===== src/rtl/serial_pkg.sv =====
// serial_pkg: frame timing constants and FSM state encodings shared by the serial arbiter.
package serial_pkg;
  localparam int SFD_BITS = 8;
  localparam int CYCLES_PER_BIT = 16;
  localparam logic [0:0] S_IDLE = 1'b0;
  localparam logic [0:0] S_BUSY = 1'b1;
  function automatic int frame_cycles(input int width);
    return (SFD_BITS + width) * CYCLES_PER_BIT;
  endfunction
endpackage


===== src/rtl/serial_arb_pick.sv =====
// serial_arb_pick: combinational requester picker; SERIAL_ARB_RR_EN selects round-robin, else fixed priority.
module serial_arb_pick #(
  parameter int N = 4,
  parameter int IW = $clog2(N)
) (
  input  logic [N-1:0]  requests,
  input  logic [IW-1:0] pointer,
  output logic          found,
  output logic [IW-1:0] index
);
  assign found = |requests;
`ifdef SERIAL_ARB_RR_EN
  logic [IW-1:0] k;
  // Descending offset so the nearest requester after the pointer wins.
  always_comb begin
    index = '0;
    k = '0;
    for (int i = N; i >= 1; i--) begin
      k = IW'((int'(pointer) + i) % N);
      if (requests[k]) index = k;
    end
  end
`else
  logic unused_ptr;
  assign unused_ptr = ^pointer;
  always_comb begin
    index = '0;
    for (int i = N - 1; i >= 0; i--) if (requests[i]) index = IW'(i);
  end
`endif
endmodule


===== src/rtl/serial_tx_arbiter.sv =====
// serial_tx_arbiter: shares one frame sender among N requesters, timing frame+gap windows itself.
// Optional SERIAL_ARB_RR_EN switches the picker from fixed priority to round-robin.
module serial_tx_arbiter
  import serial_pkg::*;
#(
  parameter int N = 4,
  parameter int WIDTH = 16,
  parameter int FRAME_CYCLES = frame_cycles(WIDTH),
  parameter int GAP_CYCLES = 4
) (
  input  logic                 clock_i,
  input  logic                 reset_i,
  input  logic [N-1:0]         req_valid_i,
  input  logic [N*WIDTH-1:0]   req_data_i,
  output logic [N-1:0]         ack_o,
  output logic                 frame_start_o,
  output logic [WIDTH-1:0]     frame_data_o,
  output logic                 busy_o,
  output logic [$clog2(N)-1:0] grant_id_o,
  output logic                 done_o
);
  localparam int TOTAL = FRAME_CYCLES + GAP_CYCLES;
  localparam int CW = $clog2(TOTAL);
  localparam int IW = $clog2(N);
  logic [0:0] state_q, state_d;
  logic [CW-1:0] cnt_q, cnt_d;
  logic [N-1:0] ack_q, ack_d, req_m;
  logic fs_q, fs_d, hold_q, hold_d, found, arb;
  logic [WIDTH-1:0] data_q, data_d;
  logic [IW-1:0] gid_q, gid_d, ptr_q, ptr_d, win;
  logic [WIDTH-1:0] data_a [N];
  for (genvar g = 0; g < N; g++) begin : g_data
    assign data_a[g] = req_data_i[g*WIDTH +: WIDTH];
  end
  assign arb = state_q == S_IDLE || cnt_q == '0;
  assign req_m = req_valid_i & ~ack_q;
  serial_arb_pick #(.N(N), .IW(IW)) u_pick (
    .requests(req_m),
    .pointer (ptr_q),
    .found   (found),
    .index   (win)
  );
  // hold_q marks the post-reset holdoff window, which ends without a done pulse.
  always_comb begin
    state_d = state_q;
    cnt_d = cnt_q;
    ack_d = '0;
    fs_d = 1'b0;
    data_d = data_q;
    gid_d = gid_q;
    ptr_d = ptr_q;
    hold_d = hold_q;
    if (arb) begin
      hold_d = 1'b0;
      state_d = found ? S_BUSY : S_IDLE;
      if (found) begin
        cnt_d = CW'(TOTAL - 1);
        ack_d = N'(1) << win;
        fs_d = 1'b1;
        data_d = data_a[win];
        gid_d = win;
`ifdef SERIAL_ARB_RR_EN
        ptr_d = win;
`endif
      end
    end else cnt_d = cnt_q - 1'b1;
  end
  always_ff @(posedge clock_i) begin
    if (reset_i) begin
      state_q <= S_BUSY;
      cnt_q <= CW'(TOTAL - 1);
      ack_q <= '0;
      fs_q <= 1'b0;
      data_q <= '0;
      gid_q <= '0;
      ptr_q <= IW'(N - 1);
      hold_q <= 1'b1;
    end else begin
      state_q <= state_d;
      cnt_q <= cnt_d;
      ack_q <= ack_d;
      fs_q <= fs_d;
      data_q <= data_d;
      gid_q <= gid_d;
      ptr_q <= ptr_d;
      hold_q <= hold_d;
    end
  end
  assign ack_o = ack_q;
  assign frame_start_o = fs_q;
  assign frame_data_o = data_q;
  assign busy_o = state_q == S_BUSY;
  assign grant_id_o = gid_q;
  assign done_o = state_q == S_BUSY && cnt_q == '0 && !hold_q;
endmodule


===== config.mk =====
export PLATFORM = sky130hd
export DESIGN_NAME = serial_tx_arbiter
export DESIGN_NICKNAME = d
export VERILOG_FILES = /design/src/rtl/serial_pkg.sv /design/src/rtl/serial_arb_pick.sv /design/src/rtl/serial_tx_arbiter.sv
export SDC_FILE = /design/constraint.sdc
export NUM_CORES = 1
export LEC_CHECK = 0
export ABC_AREA = 0
export CAP_MARGIN = 30
export CORE_ASPECT_RATIO = 2
export CORE_MARGIN = 1.5
export CORE_UTILIZATION = 38
export CTS_BUF_LIST = sky130_fd_sc_hd__clkbuf_16
export DETAILED_ROUTE_END_ITERATION = 6
export PLACE_DENSITY = 0.8
export SYNTH_ARGS = -nofsm -noshare
export SYNTH_HDL_FRONTEND = slang
export SYNTH_SLANG_ARGS = --single-unit

===== constraint.sdc =====
create_clock -name clock_i -period 2.72 [get_ports clock_i]
set_input_delay 0.68 -clock clock_i [delete_from_list [all_inputs] [get_ports clock_i]]
set_output_delay 0.68 -clock clock_i [all_outputs]
set_load 0.02 [all_outputs]

After elaboration in Yosys (flattened, before gate mapping)
Index checks and enable logic that the tools add are counted.

Register bits: 34. Bits in latches: 0. Memory bits (writable): 0. Memory bits (read-only): 0. Input port bits: 70. Output and inout port bits: 25. Word-level logic and storage cells: 36. Memories: 0.

$add $sub $neg: 1. $mul: 0. Div/mod/pow operators: 0. $lt $le $gt $ge: 1. Eq/ne operators: 1. Shifts and indexed selects: 1. Multiplexer cells: 10. Bitwise logic cells: 6. Reductions and logical operators: 9.

Operator list (count): 16-bit binary-select mux with 2-bit select (1); 16-bit two-way mux (2); 9-bit two-way mux (2); 9-bit logical NOT (1); 9-bit by 1-bit subtractor with 9-bit output, second input constant (1); 2-bit two-way mux (4); 4-bit AND (1); 4-bit NOT (1); 4-bit OR reduction (1); 1-bit by 2-bit left shift with 4-bit output, first input constant (1); 3-bit greater-or-equal comparator, second input constant (1); 1-bit NOT (3); 2-bit NOT with 3-bit output (1); 3-bit OR reduction (1); 1-bit logical AND (2); 2-bit inequality test, second input constant (1); 2-bit AND reduction (1); 2-bit OR reduction (1); 1-bit logical NOT (1); 1-bit logical OR (1); 1-bit two-way mux (1).

Logic depth before layout (Yosys ltp)
Word-level depth: 10. Mapped depth: 7. Gate-level depth less buffers: 6.

By module
A second synthesis with hierarchy kept.

Cells, all modules: 143. Area total of the unflattened synthesis: 1677.9 um^2.

By module, submodules not included: serial_tx_arbiter (instances 1, cells each 136, area an instance 1642.8 um^2, sequential area each 680.7 um^2); serial_arb_pick (instances 1, cells each 7, area an instance 35.0 um^2, sequential area each 0.0 um^2).

Worst setup path after synthesis
No wires, ideal clock.

Kind: register -> output. Start: reg cnt_q[4]. End: out done_o. Arrival time: 1.684 ns. Data required time: 2.040 ns. Slack: 0.356 ns. Cell stages (with the launch flop): 4. Buffers on the path: 1. Cell sequence: dfxtp_1 -> or4_1 -> buf_2 -> nor4_1.

Cells in the longest elaborated chain, start to end: 3.

Ends and longest elaborated chain: start, declared (RTL line serial_tx_arbiter.sv:26) `logic [CW-1:0] cnt_q, cnt_d;`; start signal, assigned (RTL line serial_tx_arbiter.sv:71) `cnt_q <= CW'(TOTAL - 1);`; start signal, assigned (RTL line serial_tx_arbiter.sv:80) `cnt_q <= cnt_d;`; 9-bit logical NOT (RTL line serial_tx_arbiter.sv:94) `assign done_o = state_q == S_BUSY && cnt_q == '0 && !hold_q;`; 1-bit logical AND (2 in a row) (RTL line serial_tx_arbiter.sv:94); end, declared (RTL line serial_tx_arbiter.sv:20) `output logic done_o`.

Every way passes these cells.

Worst setup path in the final report
Start: reg cnt_q[0]. End: out done_o.

The elaborated chain is that of the path after synthesis.

==> reports/summary.md <==
The run gives 1858 as the via count of the first global-routing pass. A synthesized cell averages 8.922 um2. After detailed routing, the number of remaining DRC violations is 0. The number of nets in the synthesized netlist is 270.

The combined global-route utilization of all metal layers is 0.2211, and the worst-path maximum fanout is 5. The switching share of power works out to 0.2359. Using the TritonRoute via totals, the vias-per-cell ratio works out to 5.446. The largest buffer count on any clock path is 2. Share of power burned in the clock network: 0.411.

The pre-antenna-repair detailed-routing pass consisted of 4 iterations. The kind of cell with the highest combined delay along the critical path is simple AND/OR/NAND/NOR gates. CTS built an H-tree with a depth of 2.

The yosys synthesis warning count is 0, and the total power per unit cell area is 438.8 mW/mm2. Clock transition at the registers of the reported paths: 50 ps. In the final design database the tool counted 367 nets. Walking the worst path, the cells encountered are inv_1, ha_1, nand2_1, or3_1, nor4_1, dlygate4sd2_1. Proportion of power drawn by flip-flops and latches: 0.407. The endpoint of the most critical register-to-register path was frame_data_o[1]$_SDFFE_PP0P_.

The number of antenna diodes in the final layout is 0. The worst hold path was traced through 2 stages. In this run the critical register-to-register path is launched from cnt_q[0]$_SDFFE_PP1P_.

Netlist area before placement: 0.001775 mm2. The run gives 35 as the site row count. The worst setup path is captured at an output pin. For the number of pins with negative max-slew slack in the final report, the log shows 0. The run finished with clean final reports.

At the placement stage, the worst setup path has a slack of 236.3 ps. The number of cells on the worst reg-to-reg path is 6. The combinational power share was 0.182. In this run the register-to-register setup slack is 550 ps.

The fraction of layout cells with a size suffix above 1 came out at 0.09764. In the final layout, the multi-input gates occupy 959.7 um2. Actual transition at the worst max-transition pin: 519.6 ps. After global routing the overflow that remains totals 0. The required time at the endpoint of the critical path came out at 2040 ps. The initial core utilization was 0.3898.

The logs give 0 for the final number of hold-violating endpoints and 0 for the initial antenna violation count. TritonCTS built the clock tree. For this block, the initial DRC count from the detailed router was 34. The slowest stage of the critical path is the sky130_fd_sc_hd__dlygate4sd2_1 cell.

The HPWL after detailed placement was 4269 um; the data arrival time of the critical path was 1800 ps. The die covers 0.005116 mm2. 95 I/O pins were placed. The count of buffer and inverter cells on the critical path works out to 2. The tools report the final clock skew as 5.593 ps. The clock root buffer was sky130_fd_sc_hd__clkbuf_16. The average routed wire per standard cell was 16.14 um; the cell leakage power was 1.054 nW. Die width: 51.34 um. The tools report the antenna violation net count after detailed routing as 0. The worst setup path is launched from a flip-flop. The total CTS buffers was 5.

The routed design has 5681 um of wire. For the TritonCTS sink count, the log shows 34. The switching component of the power is 0.3032 mW.

The total number of vias is 1917, and the largest net degree at the start of global routing is 20. Internal power comes to 0.9820 mW. The worst path meets setup with 236.8 ps of slack.

The tools report the headroom to the max-slew limit as 0.6489. Port buffering added 94 buffers. Post-CTS timing repair inserted 0 buffers for setup.

For the sequential fraction of the synthesis area, the log shows 0.3834. Clock latency on the worst-skew pair, taken at its later pin, is 280 ps. Worst hold-check path type: reg2reg. The first global-routing pass estimated 8562 um of wire. The tools report the sequential cell area as 680.7 um2.

The number of endpoints failing setup at the final stage is 0. The number of cells produced by synthesis was 199; the maximum single-stage delay on the critical path was 360 ps. The share of async-settable or async-resettable flops after synthesis was 0. For hold timing, the worst endpoint is frame_data_o[2]$_SDFFE_PP0P_. The placeable core region came out at 0.004554 mm2. The ratio of final minimum period to clock period was 0.9129. For this run, the top clock speed supported by timing is 0.4027 GHz. In the synthesized netlist the dominant register cell turns out to be sky130_fd_sc_hd__dfxtp_1. The die is 99.67 um tall. The setup path with the least slack is of type reg2out. The startpoint identified for the worst hold timing path is frame_data_o[2]$_SDFFE_PP0P_. The tool flagged a number of max-cap violations equal to 0. Compared with the post-synthesis result, the final layout area differs by 64.98%. Subtracting the final worst setup slack from the clock period gives 2483 ps. Most frequent standard cell in the layout excluding fill and tap cells: sky130_fd_sc_hd__clkdlybuf4s50_1. The layout has 425 filler cells.

Setup repair after global routing left no endpoint under its margin. In the layout the commonest cells are sky130_fd_sc_hd__clkdlybuf4s50_1 (93), sky130_fd_sc_hd__dfxtp_1 (34), sky130_fd_sc_hd__inv_1 (21), sky130_fd_sc_hd__nor2_1 (21), sky130_fd_sc_hd__or3_1 (19). Setup total negative slack on the finished layout was measured at 0 ps. The logs give 38 for the count of unique library cells instantiated by Yosys and 599.2 uV for the worst supply voltage drop on vdd.

The count of state elements after synthesis was 34. The weighted congestion at the end of routability-driven global placement is 0.8658, and the number of flops mapped to enable cells by yosys is 0.
## cells by family (layout without fill, tap and decap cells)
logic type / after synthesis / in the layout / synth area share
and+or+nand+nor: 75 / 75 / 0.2354
buffers and inverters: 33 / 131 / 0.07610
AOI/OAI and AO/OA: 53 / 53 / 0.2819
muxes: 1 / 1 / 0.006342
adders and majority gates: 1 / 1 / 0.007046
xor gates and xnor gates: 2 / 2 / 0.009868
DFF: 34 / 34 / 0.3834
## worst max-delay path by stage
stage                                from     end  slack [ps]  depth (start not counted)
global placement    cnt_q[0]$_SDFFE_PP1P_  done_o         250                          6
floorplan           cnt_q[4]$_SDFFE_PP0P_  done_o         360                          3
global route        cnt_q[0]$_SDFFE_PP1P_  done_o         140                          6
CTS                 cnt_q[0]$_SDFFE_PP1P_  done_o         230                          6
finish              cnt_q[0]$_SDFFE_PP1P_  done_o         240                          6
detailed placement  cnt_q[0]$_SDFFE_PP1P_  done_o         240                          6
## worst reg2reg max path, cell delays in order, from the launching register on
cell and delay (ps):
sky130_fd_sc_hd__dfxtp_1 320, sky130_fd_sc_hd__inv_1 60, sky130_fd_sc_hd__ha_1 220, sky130_fd_sc_hd__or4b_1 550
sky130_fd_sc_hd__o21ai_4 280, sky130_fd_sc_hd__nand3b_4 290, sky130_fd_sc_hd__o32ai_1 360
## per-stage QoR
stage	std cells	cell area (um2)	utilization	power (mW)	hold slack [ps]
after global routing	352	2929	0.6431	1.342	481.1
after detailed placement	344	2793	0.6132	0.7650	453.0
after CTS	352	2929	0.6431	1.300	461.2
after global placement	344	2793	0.6132	0.7617	439.7
final	352	2929	0.6431	1.285	454.9
after floorplan	199	1775	-	0.6306	426.9
## state kept, by name (all words and copies together) (netlist names)
| register | cells |
|---|---|
| frame_data_o | 16 |
| cnt_q | 9 |
| ack_o | 4 |
| grant_id_o | 2 |
| busy_o | 1 |
| frame_start_o | 1 |
| hold_q | 1 |
## power by group through the flow
| stage | Sequential [mW] | Combinational [mW] | Clock [mW] |
|---|---|---|---|
| 2_1_floorplan | 0.530 | 0.100 | 0 |
| 3_3_place_gp | 0.533 | 0.229 | 0 |
| 3_5_place_dp | 0.533 | 0.232 | 0 |
| 4_1_cts | 0.523 | 0.234 | 0.543 |
| 5_1_grt | 0.526 | 0.250 | 0.566 |
| 6_report | 0.523 | 0.233 | 0.528 |
## layout make-up
type / instances / share of cell area
clock buffers: 5 / 0.04272
clock inverters: 3 / 0.004272
flip-flops and latches: 34 / 0.2324
well taps: 55 / 0.02349
inverters: 20 / 0.02563
repair buffers: 103 / 0.3439
multi-input cells: 132 / 0.3276
## repair_timing
| item | in CTS | in global routing |
|---|---|---|
| gates resized for setup | 1 | 0 |
| endpoints found under the setup margin | 1 | 0 |
| hold buffers | 0 | 0 |
## cell usage after synthesis, types with 4 or more instances
| cell type | instances | area [um2] |
|---|---|---|
| sky130_fd_sc_hd__o32ai_1 | 7 | 61.31 |
| sky130_fd_sc_hd__nand2_1 | 10 | 37.54 |
| sky130_fd_sc_hd__nor3_1 | 4 | 20.02 |
| sky130_fd_sc_hd__nor2_1 | 21 | 78.83 |
| sky130_fd_sc_hd__o32ai_2 | 9 | 146.4 |
| sky130_fd_sc_hd__a21oi_1 | 4 | 20.02 |
| sky130_fd_sc_hd__dfxtp_1 | 34 | 680.7 |
| sky130_fd_sc_hd__nand2b_1 | 5 | 31.28 |
| sky130_fd_sc_hd__inv_1 | 20 | 75.07 |
| sky130_fd_sc_hd__or3_1 | 19 | 118.9 |
| sky130_fd_sc_hd__o221ai_1 | 17 | 148.9 |
| sky130_fd_sc_hd__clkbuf_1 | 9 | 33.78 |
## routing by layer
layer	up-vias	global-route usage	wire (um)
met1	898	0.2432	2176
met2	68	0.3936	3039
li1	936	-	-
met5	-	0	0
met4	0	0.1053	167
met3	15	0.04204	297
No activity file was read; power rests on OpenSTA's default activity.
